<file path="src/rtl/dac_spi_multichannel.sv">
// -----------------------------------------------------------------------------
// dac_spi_multichannel
//
// SPI serializer for multi-channel serial DACs (MCP4922 class). One accepted
// sample set loads every enabled channel as a {header, data} frame, MSB first,
// in ascending channel order. The DAC outputs are then committed together with
// an LDAC strobe.
//
// Build option:
//   DAC_SPI_LDAC_EN  defined   : after the last frame, ldac_n pulses low for
//                                2 half-periods, and done/s_ready follow it.
//                    undefined : there is no LDAC phase. ldac_n is held at 0, so
//                                each channel updates on its own cs_n rise, and
//                                done/s_ready assert at the end of the last gap.
//
// Parameters:
//   NUM_CH   channels per update (>=1)
//   DATA_W   sample bits per channel
//   HDR_W    header/command bits per channel
//   CLK_DIV  clk cycles per SCLK half-period T (>=1)
//
// Ports:
//   clk      system clock, rising edge
//   reset_n  asynchronous active-low reset
//   s_valid  sample set valid
//   s_ready  idle, set accepted on s_valid && s_ready
//   s_data   channel k sample at [k*DATA_W +: DATA_W]
//   s_hdr    channel k header at [k*HDR_W +: HDR_W]
//   ch_en    channel k transmitted only when ch_en[k]
//   cs_n     chip select (active low)
//   sclk     serial clock, idles high; DAC samples on its rising edge
//   sdi      serial data, changes only on sclk falling edges
//   ldac_n   DAC latch strobe (active low)
//   done     one-cycle pulse at the end of an update
// -----------------------------------------------------------------------------
module dac_spi_multichannel #(
  parameter int NUM_CH  = 2,
  parameter int DATA_W  = 12,
  parameter int HDR_W   = 4,
  parameter int CLK_DIV = 25
) (
  input  logic                     clk,
  input  logic                     reset_n,
  input  logic                     s_valid,
  output logic                     s_ready,
  input  logic [NUM_CH*DATA_W-1:0] s_data,
  input  logic [NUM_CH*HDR_W-1:0]  s_hdr,
  input  logic [NUM_CH-1:0]        ch_en,
  output logic                     cs_n,
  output logic                     sclk,
  output logic                     sdi,
  output logic                     ldac_n,
  output logic                     done
);

  localparam int FRAME_W = HDR_W + DATA_W;
  localparam int DIV_W   = (CLK_DIV > 1) ? $clog2(CLK_DIV) : 1;
  localparam int HC_W    = $clog2(2 * FRAME_W) + 1;
  localparam int CH_W    = (NUM_CH > 1) ? $clog2(NUM_CH) : 1;

  localparam logic [DIV_W-1:0] DIV_LAST  = DIV_W'(CLK_DIV - 1);
  localparam logic [HC_W-1:0]  HALF_LAST = HC_W'(2 * FRAME_W - 1);

  typedef enum logic [2:0] {
    S_IDLE,
    S_CS_SETUP,
    S_SHIFT,
    S_CS_HOLD,
    S_GAP,
    S_EMPTY
`ifdef DAC_SPI_LDAC_EN
    , S_LDAC
`endif
  } state_t;

  // Lowest set bit of a channel mask (0 when the mask is empty).
  function automatic logic [CH_W-1:0] lowest_ch(input logic [NUM_CH-1:0] m);
    logic [CH_W-1:0] r;
    r = '0;
    for (int k = NUM_CH - 1; k >= 0; k--) begin
      if (m[k]) r = CH_W'(k);
    end
    return r;
  endfunction

  // {header, data} frame of channel k.
  function automatic logic [FRAME_W-1:0] frame_of(
    input logic [NUM_CH*DATA_W-1:0] d,
    input logic [NUM_CH*HDR_W-1:0]  h,
    input logic [CH_W-1:0]          k
  );
    return {h[int'(k)*HDR_W +: HDR_W], d[int'(k)*DATA_W +: DATA_W]};
  endfunction

  state_t                   state_q, state_d;
  logic [DIV_W-1:0]         div_q, div_d;
  logic [HC_W-1:0]          half_q, half_d;
  logic [NUM_CH-1:0]        pend_q, pend_d;
  logic [FRAME_W-1:0]       shreg_q, shreg_d;
  logic [NUM_CH*DATA_W-1:0] data_q, data_d;
  logic [NUM_CH*HDR_W-1:0]  hdr_q, hdr_d;
  logic                     cs_n_d, sclk_d, sdi_d, done_d, s_ready_d;
`ifdef DAC_SPI_LDAC_EN
  logic                     ldac_q, ldac_d;
`endif

  logic                     tick;
  logic [NUM_CH-1:0]        src_mask;
  logic [NUM_CH-1:0]        rest_mask;
  logic [FRAME_W-1:0]       load_frame;
  logic [FRAME_W-1:0]       shreg_shl;

  assign tick = (div_q == DIV_LAST);

  // The first frame is loaded straight from the inputs on the acceptance edge.
  // Later frames come from the latched copy and the pending-channel mask.
  assign src_mask   = (state_q == S_IDLE) ? ch_en : pend_q;
  assign rest_mask  = src_mask & (src_mask - NUM_CH'(1));
  assign load_frame = (state_q == S_IDLE)
                      ? frame_of(s_data, s_hdr, lowest_ch(ch_en))
                      : frame_of(data_q, hdr_q, lowest_ch(pend_q));
  assign shreg_shl  = shreg_q << 1;

  always_comb begin
    state_d   = state_q;
    div_d     = div_q;
    half_d    = half_q;
    pend_d    = pend_q;
    shreg_d   = shreg_q;
    data_d    = data_q;
    hdr_d     = hdr_q;
    cs_n_d    = cs_n;
    sclk_d    = sclk;
    sdi_d     = sdi;
    done_d    = 1'b0;
    s_ready_d = s_ready;
`ifdef DAC_SPI_LDAC_EN
    ldac_d    = ldac_q;
`endif

    // The divider runs only while busy. Every phase lasts a whole number of
    // half-periods, so the counter is back at 0 whenever the block idles.
    if (state_q != S_IDLE) begin
      div_d = tick ? '0 : div_q + 1'b1;
    end

    unique case (state_q)
      S_IDLE: begin
        if (s_valid && s_ready) begin
          data_d    = s_data;
          hdr_d     = s_hdr;
          div_d     = '0;
          s_ready_d = 1'b0;
          if (|ch_en) begin
            state_d = S_CS_SETUP;
            pend_d  = rest_mask;
            shreg_d = load_frame;
            cs_n_d  = 1'b0;
            sclk_d  = 1'b1;
            sdi_d   = load_frame[FRAME_W-1];
          end else begin
            state_d = S_EMPTY;
            pend_d  = '0;
          end
        end
      end

      S_CS_SETUP: begin
        if (tick) begin
          state_d = S_SHIFT;
          half_d  = '0;
          sclk_d  = 1'b0;
        end
      end

      // Even half index: sclk low. Odd half index: sclk high. The next bit is
      // presented on each falling edge; the MSB is already on sdi from setup.
      S_SHIFT: begin
        if (tick) begin
          if (half_q == HALF_LAST) begin
            state_d = S_CS_HOLD;
          end else begin
            half_d = half_q + 1'b1;
            if (!half_q[0]) begin
              sclk_d = 1'b1;
            end else begin
              sclk_d  = 1'b0;
              shreg_d = shreg_shl;
              sdi_d   = shreg_shl[FRAME_W-1];
            end
          end
        end
      end

      S_CS_HOLD: begin
        if (tick) begin
          state_d = S_GAP;
          half_d  = '0;
          cs_n_d  = 1'b1;
        end
      end

      S_GAP: begin
        if (tick) begin
          if (half_q == '0) begin
            half_d = HC_W'(1);
          end else if (|pend_q) begin
            state_d = S_CS_SETUP;
            pend_d  = rest_mask;
            shreg_d = load_frame;
            cs_n_d  = 1'b0;
            sdi_d   = load_frame[FRAME_W-1];
          end else begin
`ifdef DAC_SPI_LDAC_EN
            state_d = S_LDAC;
            half_d  = '0;
            ldac_d  = 1'b0;
`else
            state_d   = S_IDLE;
            done_d    = 1'b1;
            s_ready_d = 1'b1;
`endif
          end
        end
      end

`ifdef DAC_SPI_LDAC_EN
      S_LDAC: begin
        if (tick) begin
          if (half_q == '0) begin
            half_d = HC_W'(1);
          end else begin
            state_d   = S_IDLE;
            ldac_d    = 1'b1;
            done_d    = 1'b1;
            s_ready_d = 1'b1;
          end
        end
      end
`endif

      // Empty mask: nothing to send, but the update still takes one half-period.
      S_EMPTY: begin
        if (tick) begin
          state_d   = S_IDLE;
          done_d    = 1'b1;
          s_ready_d = 1'b1;
        end
      end

      default: begin
        state_d = S_IDLE;
      end
    endcase
  end

  // State, datapath and registered outputs
  always_ff @(posedge clk or negedge reset_n) begin
    if (!reset_n) begin
      state_q <= S_IDLE;
      div_q   <= '0;
      half_q  <= '0;
      pend_q  <= '0;
      shreg_q <= '0;
      data_q  <= '0;
      hdr_q   <= '0;
      cs_n    <= 1'b1;
      sclk    <= 1'b1;
      sdi     <= 1'b0;
      done    <= 1'b0;
      s_ready <= 1'b1;
`ifdef DAC_SPI_LDAC_EN
      ldac_q  <= 1'b1;
`endif
    end else begin
      state_q <= state_d;
      div_q   <= div_d;
      half_q  <= half_d;
      pend_q  <= pend_d;
      shreg_q <= shreg_d;
      data_q  <= data_d;
      hdr_q   <= hdr_d;
      cs_n    <= cs_n_d;
      sclk    <= sclk_d;
      sdi     <= sdi_d;
      done    <= done_d;
      s_ready <= s_ready_d;
`ifdef DAC_SPI_LDAC_EN
      ldac_q  <= ldac_d;
`endif
    end
  end

`ifdef DAC_SPI_LDAC_EN
  assign ldac_n = ldac_q;
`else
  // Latch input tied active: every channel updates on its own cs_n rise.
  assign ldac_n = 1'b0;
`endif

endmodule

</file>
<file path="config.mk">
export PLATFORM = sky130hd
export DESIGN_NAME = dac_spi_multichannel
export DESIGN_NICKNAME = d
export VERILOG_FILES = /design/src/rtl/dac_spi_multichannel.sv
export SDC_FILE = /design/constraint.sdc
export NUM_CORES = 1
export LEC_CHECK = 0
export BUFFER_PORTS_ARGS = -buffer_cell sky130_fd_sc_hd__buf_2
export CORE_MARGIN = 2
export CORE_UTILIZATION = 40
export CTS_BUF_LIST = sky130_fd_sc_hd__clkbuf_4 sky130_fd_sc_hd__clkbuf_8
export DETAILED_ROUTE_END_ITERATION = 8
export PLACE_DENSITY = 0.66
export RECOVER_POWER = 100
export SLEW_MARGIN = 20
export SYNTH_ARGS = -nofsm -noshare
export SYNTH_HDL_FRONTEND = slang
export SYNTH_SLANG_ARGS = --single-unit
export TNS_END_PERCENT = 10
</file>
<file path="constraint.sdc">
create_clock -name clk -period 2.4 [get_ports clk]
set_input_delay 0.48 -clock clk [delete_from_list [all_inputs] [get_ports clk]]
set_output_delay 0.48 -clock clk [all_outputs]
set_load 0.03 [all_outputs]
</file>
**After elaboration in Yosys (flattened, before gate mapping)**

Index checks and enable logic that the tools add are counted.

- Memory bits (read-only): 0
- Flip-flop bits (word level): 68
- Memories: 0
- RAM bits: 0
- Output and inout bits: 6
- Bits of input ports: 37
- Latch bits: 0

- Mux-type cells: 75
- Multiply operators: 2
- Equal/unequal tests: 22
- $add $sub $neg: 3
- Shift-type cells: 4
- Reduce and logical (&&, ||, !) cells: 21
- Div/mod/pow operators: 0
- Bitwise logic cells: 1
- $lt $le $gt $ge: 0

Operators by type and width:

| kind | count |
|---|---|
| $mux W15 | 8 |
| $shiftx A24 B6 Y12 | 2 |
| $pmux W15 S3 | 1 |
| $mux W1 | 33 |
| $mux W6 | 5 |
| $mux W3 | 9 |
| $ne A2 B2 Y1 const B | 12 |
| $mux W5 | 4 |
| $pmux W3 S6 | 1 |
| $pmux W6 S3 | 1 |
| $reduce_and A6 Y1 | 3 |
| $reduce_bool A3 Y1 | 6 |
| $mux W16 | 1 |
| $shiftx A8 B4 Y4 | 2 |
| $mux W2 | 6 |
| $pmux W1 S3 | 4 |
| $reduce_and A9 Y1 | 1 |
| $reduce_and A8 Y1 | 1 |
| $reduce_and A7 Y1 | 1 |
| $add A6 B1 Y6 const B | 1 |
| $eq A3 B2 Y1 const B | 2 |
| $eq A3 B3 Y1 const B | 2 |
| $eq A6 B5 Y1 const B | 1 |
| $logic_not A6 Y1 | 1 |
| other kinds (15) | 20 |

**Depth between registers and ports, before layout**

Gate-level depths: netlist of run 1.

- Depth in word-level cells: 9
- Mapped depth: 8
- Gate-level depth less buffers: 7

**Worst setup path after synthesis of run 1**

OpenSTA, ideal clock, no wires.

- Path kind: register to register
- Start point: reg s_ready
- End point: reg sdi
- Stages on the path, launching flop included: 7
- Buffers on the path: 1
- Path slack: 0.412 ns
- Arrival time: 1.863 ns
- Cell sequence: dfstp_2 > o211ai_1 > o21ai_1 > a31oi_4 > nor3_4 > buf_6 > mux2_4

- Word-level cells in the longest chain between the ends: 3

Ends and longest elaborated chain:

| element | line | RTL |
|---|---|---|
| start, declared | 45 | `output logic s_ready,` |
| start signal, assigned | 287 | `s_ready <= s_ready_d;` |
| $logic_and A1 B1 Y1 | 149 | `if (s_valid && s_ready) begin` |
| $ne A2 B1 Y1 (no source line) | -- |  |
| $reduce_and A9 Y1 (no source line) | -- |  |
| end signal, assigned | 285 | `sdi <= sdi_d;` |
| end, declared | 51 | `output logic sdi,` |

Every way passes these cells.
A chain may end at the register's enable or synchronous reset.

**Final worst setup path of run 1**

- Start point: reg state_q[0]
- End point: reg data_q[9]

- Word-level cells in the longest chain between the ends: 2

Ends and longest elaborated chain:

| element | line | RTL |
|---|---|---|
| start, declared | 95 | `state_t state_q, state_d;` |
| start signal, assigned | 276 | `state_q <= state_d;` |
| $logic_not A3 Y1 | 147 | `unique case (state_q)` |
| $reduce_and A2 Y1 (no source line) | -- |  |
| end signal, assigned | 281 | `data_q <= data_d;` |
| end, declared | 100 | `logic [NUM_CH*DATA_W-1:0] data_q, data_d;` |

Every way passes these cells.

==> impl_metrics.csv, run 1 <==
group,metric,value,unit
synth,synth_edf_count,0,
synth,syn_area,3680,sq um
detailed_routing,dr.pass1.iters,4,
detailed_routing,routed_via_density,5.48,
outcome,violations,"capacitance limit, slew limit",
global_route,grt_pass1_wl,13600,um
worst_setup_path,critPathMaxFanout,33,
clock_tree,cts.path.max_buffers,2,
placed_design,post_dp_cell_area,4080,sq um
timing,hold_violations,0,
clock_tree,cts-resized-gates,0,
synth,syn-num-nets,374,
detailed_routing,dr.first_iter.drc_count,125,
pwr,power.leakage,1.83,nW
synth,ys_seq_area_share,45.7,%
timing,relSlewSlack,-10.1,%
worst_setup_path,cp.required,2.62,ns
floorplan,initial_core_util,41.8,%
worst_setup_path,arrival,2.35,ns
global_route,grt_usage,17.1,%
clock_tree,clkTransAtPathRegs,0.08,ns
floorplan,die_area,9980,sq um
synth,yosys.area_share.simple,9.63,%
floorplan,rows,34,
finish,drive_above_1_share,21.3,%
placed_design,dp_hpwl,5480,um
detailed_routing,ant_nets,0,
timing,fmax,469,MHz
clock_tree,cts-root-buf,"clkbuf_8",
synth,synthDistinctLibCells,48,
floorplan,die_y,99.9,um
synth,synth_cells,333,
timing,post-route-min-period,2.13,ns
pwr,ir_drop,0.523,mV
detailed_routing,drc,0,
clock_tree,cts_tree,"built",
synth,synth_compound_area_share,13.2,%
synth,synthMuxAreaShare,26.1,%
outcome,status,"complete, but fails checks",
placed_design,gp_congestion,0.903,
floorplan,die_x,99.9,um
synth,synth_seq_cells,67,
worst_setup_path,start_kind,"register",
synth,synth-xor-area-share,0.238,%
finish,nets,425,
global_route,antenna_found_initial,0,
global_route,grt_pass1_vias,2812,
synth,postSynth.asyncResetShare,100,%
timing,final-max-slew-violation-count,30,
timing,min_period_over_period,88.8,%
synth,synthFlopType,"dfrtp_1",
timing,setup_viol,0,
timing,fin_skew,0.00839,ns
synth,synth_fa_ha_area_share,1.36,%
synth,ys_warn_count,0,
timing,tns,0,ns
floorplan,top_level_ports,43,
pwr,p_per_area,1160,nW/um^2
clock_tree,clock-sinks,67,
floorplan,core-area,8810,sq um
synth,synth_top_family_by_area,"multiplexers",
worst_setup_path,endpoint_kind,"register",
finish,syn_to_final_growth,16.5,%
detailed_routing,dr_total_vias,2723,
placed_design,io_buffers,41,
finish,final_area,4290,sq um
global_route,overflow,0,
finish,diodes,0,
clock_tree,htreeDepth,3,
clock_tree,cts_buffers,9,
detailed_routing,wl,7740,um
hold_path,min_path_type,"in -> reg",
synth,avgSynthCellArea,11.0,sq um
timing,tightest_slew,1.65,ns
worst_setup_path,path_class,"reg -> reg",
pwr,power.total,4.97,mW
clock_tree,insertion_delay,0.34,ns
global_route,grt_max_degree,34,
clock_tree,holdBufCountCts,0,
detailed_routing,wire_per_inst,15.6,um
timing,rsz0062_at_grt,"false",
run,drv_cap,1,
-- layer usage --
metal | wire length, um | GRT usage (%) | vias to the layer above
li1 | - | - | 1321
met1 | 3590 | 23.6 | 1337
met2 | 3790 | 27.7 | 60
met3 | 313 | 3.97 | 5
met4 | 51 | 4.00 | 0
met5 | 0 | 0 | -
-- stage by stage --
| step | hold WS [ns] | worst slack (ns) | util (%) | instances |
|---|---|---|---|---|
| after floorplan | 0.184 | 0.412 | - | 333 |
| after global placement | 0.463 | 0.0751 | 46.3 | 479 |
| after detailed placement | 0.474 | 0.0121 | 46.3 | 479 |
| after CTS | 0.186 | 0.352 | 49.4 | 497 |
| after global routing | 0.346 | 0.132 | 48.7 | 497 |
| final | 0.363 | 0.270 | 48.7 | 497 |
-- synthesized netlist by cell type (2+ instances only) --
| master | count | area, sq um |
|---|---|---|
| dfrtp_1 | 64 | 1600 |
| mux2_1 | 55 | 619 |
| nor2_1 | 30 | 113 |
| o21ai_0 | 20 | 100 |
| mux2i_1 | 19 | 190 |
| o22ai_1 | 16 | 100 |
| o21ai_1 | 12 | 60.1 |
| nand2_1 | 11 | 41.3 |
| clkbuf_1 | 10 | 37.5 |
| mux2_4 | 10 | 150 |
| a21oi_1 | 9 | 45.0 |
| a31oi_1 | 9 | 56.3 |
| nand3_1 | 6 | 30.0 |
| buf_4 | 5 | 37.5 |
| inv_1 | 5 | 18.8 |
| buf_1 | 4 | 15.0 |
| ha_1 | 4 | 50.1 |
| dfstp_2 | 3 | 78.8 |
| nand2b_1 | 3 | 18.8 |
| nand4_1 | 3 | 18.8 |
| o211ai_1 | 3 | 22.5 |
| buf_2 | 2 | 10.0 |
| inv_2 | 2 | 7.51 |
| nor3_1 | 2 | 10.0 |
| o21a_1 | 2 | 15.0 |
| or3_1 | 2 | 12.5 |
-- logic make-up (layout without fill, tap and decap cells) --
family	after synthesis	after routing
adder cells (fa/ha/maj)	4	4
XOR/XNOR	1	1
AO/OA/AOI/OAI	79	79
flip-flops	67	67
buffers and inverters	29	85
other	1	1
AND/OR/NAND/NOR	68	68
multiplexers	84	84
-- worst max-delay path: stages (launching register included) --
cell,delay (ns)
dfrtp_1,0.57
or3_1,0.48
nor2_4,0.11
clkbuf_4,0.43
mux2_1,0.38
-- cells in the final DEF, fill, tap and decap left out, drive strengths merged --
master / count
o2111ai: 1
inv: 8
and3: 1
mux2i: 19
dfrtp: 64
o32a: 1
bufinv: 3
clkbuf: 22
nor3: 3
mux2: 65
a31oi: 11
nor4: 2
nor2b: 1
o32ai: 1
buf: 49
or3: 2
o311ai: 1
o22ai: 16
o211ai: 3
ha: 4
a22oi: 1
o21a: 2
nand4b: 1
clkinv: 3
xnor2: 1
dfstp: 3
a21oi: 9
nand2: 12
or2: 1
and4b: 1
nand2b: 3
conb: 1
nand4: 3
nand3: 6
nand3b: 1
a21o: 1
o21ai: 32
nor2: 31
-- path summary, 6_finish.rpt --
kind / from / endpoint / slack (ns) / cells after the start
worst min register to register: data_q[16] / data_q[16] / 0.49 / 1
min in group asynchronous: reset_n / data_q[17] / 0.56 / 1
worst min-delay path: s_data[1] / data_q[1] / 0.36 / 2
worst max register to register: state_q[0] / data_q[9] / 0.27 / 4
worst max-delay path: state_q[0] / data_q[9] / 0.27 / 4
max in group asynchronous: reset_n / s_ready / 0.70 / 2
-- state kept, by name (all words and copies together) (netlist names) --
signal	cells
state_q	3
half_q	6
div_q	5
sclk	1
cs_n	1
s_ready	1
sdi	1
pend_q	1
data_q	24
done	1
shreg_q	15
hdr_q	8
-- final cells by class --
class	count	area, sq um
timing repair buffer	62	359
sequential	67	1680
multi-input combinational	237	1840
clock inverter	7	125
clock buffer	9	124
fill	812	4520
inverter	7	26.3
tap	108	135
-- what timing repair did --
item	CTS	global route
buffers inserted	2	0
setup endpoints to repair	1	0
endpoints found under the hold margin	0	0
-- power breakdown --
| group | switching, mW | internal, mW | total (mW) |
|---|---|---|---|
| clock | 0.470 | 0.699 | 1.17 |
| sequential | 0.313 | 1.64 | 1.95 |
| combinational | 0.974 | 0.875 | 1.85 |
| total | 1.76 | 3.21 | 4.97 |
(Power assumes the default switching activity.)
==> inputs of run 2 (changes only) <==
Clock period 2.4 ns to 2 ns, I/O delays scaled along.
==> run 2 against run 1 <==
Against the previous run:
- the flow still finishes with violations (capacitance limit, slew limit)
- global-route usage down 0.30 points
- die area unchanged
- via count up 1.3%
- clock skew about the same
- first-iteration DRC count up 9.6%
- total power up 19%
- fmax up 9.0%
- sequential power up 18%
- critical path type unchanged
==> impl_metrics.csv, run 2 (synthesized netlist as in run 1, its figures left out) <==
group,metric,value,unit
finish,largest_register_ffs,24,
global_route,grt_pass1_wl,13400,um
worst_setup_path,start_kind,"register",
finish,final_common_cell,"dfrtp_1",
timing,post-route-min-period,1.95,ns
detailed_routing,ant_nets,0,
finish,nets,428,
clock_tree,insertion_delay,0.35,ns
clock_tree,cts-root-buf,"clkbuf_8",
clock_tree,cts_buffers,9,
hold_path,min_path_type,"in -> reg",
clock_tree,htreeDepth,3,
timing,rsz0062_at_grt,"true",
global_route,overflow,0,
placed_design,dp.cells,484,
finish,fill_cells,783,
timing,fmax,512,MHz
timing,hold_violations,0,
detailed_routing,dr.first_iter.drc_count,137,
timing,worst_hold_slack,0.270,ns
detailed_routing,dr.pass1.iters,4,
floorplan,die_y,99.9,um
timing,setup_viol,0,
timing,min_period_over_period,97.7,%
pwr,p_per_area,1360,nW/um^2
clock_tree,clock-sinks,67,
worst_setup_path,cp.required,2.23,ns
pwr,ir_drop,0.551,mV
finish,largest_register,"data_q",
detailed_routing,dr_total_vias,2759,
placed_design,io_buffers,41,
detailed_routing,wl,7740,um
global_route,grt_pass1_vias,2838,
global_route,antenna_found_initial,0,
worst_setup_path,worstPathCellList,"inv_1 -> ha_1 -> nand4b_1 -> a21oi_1 -> a31oi_2 -> nor3_4 -> buf_12 -> mux2_1",
floorplan,rows,34,
worst_setup_path,path_class,"reg -> reg",
floorplan,die_x,99.9,um
floorplan,top_level_ports,43,
global_route,grt_usage,16.8,%
floorplan,core-area,8810,sq um
floorplan,die_area,9980,sq um
outcome,violations,"capacitance limit, slew limit",
finish,stdcell_count,500,
placed_design,gp_congestion,0.909,
finish,syn_to_final_growth,17.6,%
timing,tightest_slew,1.65,ns
worst_setup_path,worst-path-buf-inv,2,
worst_setup_path,worst-r2r-cell-count,8,
detailed_routing,drc,0,
finish,drive_above_1_share,26.0,%
clock_tree,cts.path.max_buffers,2,
clock_tree,clkTransAtPathRegs,0.08,ns
clock_tree,cts_tree,"built",
worst_setup_path,critPathMaxFanout,16,
finish,final_cell_mix,"dfrtp_1 (64), mux2_1 (55), buf_2 (39)",
finish,top_regs,"data_q x24, shreg_q x15, hdr_q x8",
detailed_routing,routed_via_density,5.52,
pwr,power.leakage,1.87,nW
global_route,grt_max_degree,68,
finish,diodes,0,
worst_setup_path,critPathSlowestCell,"dfrtp_1",
timing,fin_skew,0.00873,ns
outcome,status,"complete, but fails checks",
worst_setup_path,arrival,2.18,ns
placed_design,dp_hpwl,5450,um
timing,final-max-slew-violation-count,68,
worst_setup_path,path_depth,8,
timing,relSlewSlack,-9.80,%
detailed_routing,wire_per_inst,15.5,um
floorplan,initial_core_util,41.8,%
run,drv_cap,1,
worst_setup_path,critical-path-top-delay-family,"simple AND/OR/NAND/NOR gates",
worst_setup_path,slowest_delay,0.38,ns
hold_path,min_path_cells,2,
worst_setup_path,endpoint_kind,"register",
run 2: worst paths after layout:
path	start	to	slack [ns]
worst max-delay path	div_q[0]	shreg_q[13]	0.05
worst min-delay path	s_data[16]	data_q[16]	0.27
worst max register to register	div_q[0]	shreg_q[13]	0.05
worst min register to register	shreg_q[10]	shreg_q[10]	0.48
max in group asynchronous	reset_n	div_q[0]	0.46
min in group asynchronous	reset_n	data_q[17]	0.55
run 2: where the power goes:
group / leakage [nW] / internal, mW / switching, mW / total, mW
Combinational: 0.954 / 1.18 / 1.24 / 2.42
Sequential: 0.810 / 1.97 / 0.337 / 2.31
Clock: 0.102 / 0.609 / 0.558 / 1.17
Total: 1.87 / 3.76 / 2.14 / 5.90
run 2: what timing repair did:
action                                  CTS  global route
hold buffers                              0             0
gates resized for setup                   0             1
endpoints found under the setup margin    0            16
buffers inserted                          0             0
run 2: per-layer routing:
metal  up-vias  track usage (%)  wire length (um)
met5         -                0                 0
met4         0             5.37               107
met3         9             3.55               322
met2        54             28.7              3790
met1      1365             21.6              3520
li1       1331                -                 -
run 2: area by class of cell:
type                    instances  area, sq um  area share [%]
multi-input cells             237         1870            43.1
flip-flops and latches         67         1680            38.9
repair buffers                 65          414            9.58
clock buffers                  10          138            3.18
well taps                     108          135            3.13
clock inverters                 6         65.1            1.50
inverters                       7         26.3           0.608
run 2: metrics by stage:
stage,util [%],setup TNS (ns),total power [mW],setup slack (ns),cell area [sq um]
finish,49.1,0,5.90,0.0458,4320
global route,49.1,-0.864,6.34,-0.0823,4320
CTS,49.3,0,5.98,0.0357,4340
detailed placement,47.0,0,4.79,0.0636,4140
global placement,47.0,0,4.70,0.116,4140
floorplan,-,0,4.07,0.0120,3680
run 2: worst reg2reg max path: stages, from the launching register on:
cell and delay (ns):
dfrtp_1 0.38, inv_1 0.06, ha_1 0.16, nand4b_1 0.20, a21oi_1 0.24, a31oi_2 0.07
nor3_4 0.19, buf_12 0.20, mux2_1 0.34
==> inputs of run 3 (changes only) <==
Settings changed: SETUP_SLACK_MARGIN set to 0.15.
==> run 3 against run 2 <==
Against the previous run:
- the run still ends with capacitance limit, slew limit left
- fmax shrank 0.57%
- sequential share of layout area grew 0.41 points
- via count shrank 2.5%
- utilization shrank 0.51 points
- clock-buffer cell count grew 1
- design area shrank 1.0%
- clock power shrank 5%
- setup slack lost 0.011 ns
- critical path type unchanged
- highest routed layer unchanged
==> impl_metrics.csv, run 3 (synthesized netlist as in run 1, its figures left out) <==
group,metric,value,unit
detailed_routing,wire_per_inst,15.6,um
global_route,use_met3,4.32,%
timing,post-route-min-period,1.97,ns
finish,stdcell_count,495,
timing,fin_skew,0.00785,ns
detailed_routing,drc,0,
placed_design,dp.cells,479,
timing,setup_viol,0,
global_route,grt_pass1_vias,2675,
finish,largest_register,"data_q",
pwr,swShare,35.7,%
run,drv_cap,1,
clock_tree,htreeDepth,3,
worst_setup_path,worst-r2r-cell-count,6,
worst_setup_path,endpoint_kind,"register",
timing,fmax,509,MHz
global_route,grt_usage,16.4,%
detailed_routing,dr.pass1.iters,4,
timing,hold_violations,0,
floorplan,die_area,9980,sq um
finish,largest_register_ffs,24,
detailed_routing,ant_nets,0,
floorplan,die_y,99.9,um
hold_path,min_path_type,"in -> reg",
timing,min_period_over_period,98.3,%
pwr,ir_drop,0.740,mV
clock_tree,clkTransAtPathRegs,0.07,ns
finish,nets,424,
worst_setup_path,worstReg2RegEnd,"shreg_q[0]",
floorplan,rows,34,
clock_tree,cts.path.max_buffers,2,
hold_path,min_from,"s_data[16]",
clock_tree,cts_tree,"built",
outcome,violations,"capacitance limit, slew limit",
timing,final-max-slew-violation-count,68,
hold_path,min_to,"data_q[16]",
worst_setup_path,critPathMaxFanout,16,
placed_design,io_buffers,41,
worst_setup_path,start_kind,"register",
finish,syn_to_final_growth,16.3,%
worst_setup_path,arrival,2.18,ns
timing,relSlewSlack,-9.67,%
finish,final_core_util,48.6,%
pwr,clkPwrFrac,19.2,%
detailed_routing,routed_via_density,5.43,
worst_setup_path,r2r_slack,0.03,ns
detailed_routing,wl,7720,um
detailed_routing,dr.first_iter.drc_count,104,
worst_setup_path,reg2reg_from,"half_q[3]",
outcome,status,"complete, but fails checks",
finish,final_cell_mix,"dfrtp_1 (64), mux2_1 (55), buf_2 (37)",
global_route,antenna_found_initial,0,
finish,drive_above_1_share,24.5,%
placed_design,gp_congestion,0.903,
clock_tree,insertion_delay,0.34,ns
finish,diodes,0,
worst_setup_path,cp.required,2.22,ns
timing,tightest_slew,1.64,ns
clock_tree,clock-sinks,67,
pwr,p_per_area,1360,nW/um^2
global_route,use_met1,24.0,%
floorplan,core-area,8810,sq um
clock_tree,cts_buffers,9,
finish,final_common_cell,"dfrtp_1",
floorplan,die_x,99.9,um
pwr,p_int,3.73,mW
pwr,power.net_switching,2.08,mW
global_route,overflow,0,
clock_tree,cts-root-buf,"clkbuf_8",
pwr,power.total,5.81,mW
global_route,grt_use_met2,24.7,%
worst_setup_path,path_class,"reg -> reg",
hold_path,min_path_cells,2,
clock_tree,holdBufCountCts,0,
floorplan,initial_core_util,41.8,%
pwr,power_frac_comb,41.1,%
detailed_routing,dr_total_vias,2689,
global_route,busiest_layer,"met2",
timing,rsz0062_at_grt,"true",
finish,top_regs,"data_q x24, shreg_q x15, hdr_q x8",
global_route,grt_pass1_wl,13100,um
pwr,seqPwrFrac,39.7,%
global_route,grt_max_degree,68,
pwr,power.leakage,1.83,nW
placed_design,dp_hpwl,5320,um
floorplan,top_level_ports,43,
[run 3: cell types whose count changed in the layout (fill, tap and decap cells not counted)]
cell | previous run | this run
nor4_1 | 1 | 2
o32ai_1 | 1 | 0
o32ai_2 | 0 | 1
clkinv_2 | 2 | 1
o21ai_0 | 20 | 24
clkbuf_1 | 3 | 5
buf_6 | 0 | 1
o21ai_1 | 12 | 8
clkinv_4 | 2 | 1
buf_2 | 39 | 37
clkbuf_4 | 0 | 1
clkbuf_2 | 1 | 2
nor4_4 | 1 | 0
buf_4 | 19 | 13
[run 3: worst max path at each step]
stage                          from           to  slack [ns]  depth (start not counted)
after floorplan             s_ready          sdi        0.01                          6
after global routing       div_q[1]   state_q[2]       -0.07                          8
after global placement      s_ready  shreg_q[12]        0.12                          6
after CTS                 half_q[0]  shreg_q[10]        0.05                          7
after detailed placement   div_q[1]  shreg_q[10]        0.07                          8
final                     half_q[3]   shreg_q[0]        0.03                          6
[run 3: power by group through the flow]
stage | logic, mW | registers, mW | clock network (mW)
after global routing | 2.65 | 2.38 | 1.20
after global placement | 2.40 | 2.30 | 0
final | 2.39 | 2.31 | 1.11
after CTS | 2.46 | 2.31 | 1.16
after detailed placement | 2.46 | 2.32 | 0
after floorplan | 1.75 | 2.31 | 0
[run 3: area by class of cell]
| type | instances | area, sq um |
|---|---|---|
| fillers | 824 | 4530 |
| clock inverters | 4 | 51.3 |
| flip-flops and latches | 67 | 1680 |
| clock buffers | 11 | 145 |
| inverters | 7 | 26.3 |
| well taps | 108 | 135 |
| repair buffers | 61 | 383 |
| multi-input cells | 237 | 1860 |
[run 3: worst max-delay path, cell delays in order, from the launching register on]
cell and delay (ns):
dfrtp_1 0.45, nor4_1 0.46, nand2_2 0.17, a31oi_4 0.23
nor3_4 0.07, buf_12 0.16, mux2_1 0.31
[run 3: stage by stage]
step	hold slack (ns)	TNS [ns]	worst slack (ns)	cell area, sq um
final	0.286	0	0.0347	4280
after global routing	0.269	-0.704	-0.0667	4280
after CTS	0.0805	0	0.0531	4310
after detailed placement	0.446	0	0.0693	4120
after global placement	0.448	0	0.116	4120
after floorplan	0.104	0	0.0120	3680
[run 3: repair_timing]
item / CTS / global route
resized for setup: 1 / 1
setup buffers: 0 / 1
setup endpoints to repair: 17 / 44
[run 3: routing by layer]
metal / part of all wire (%) / routed length [um] / vias to the layer above
met4: 0.57 / 44 / 0
met2: 46 / 3570 / 54
met1: 50 / 3860 / 1311
met3: 3.2 / 246 / 4
met5: 0 / 0 / -
li1: - / - / 1320
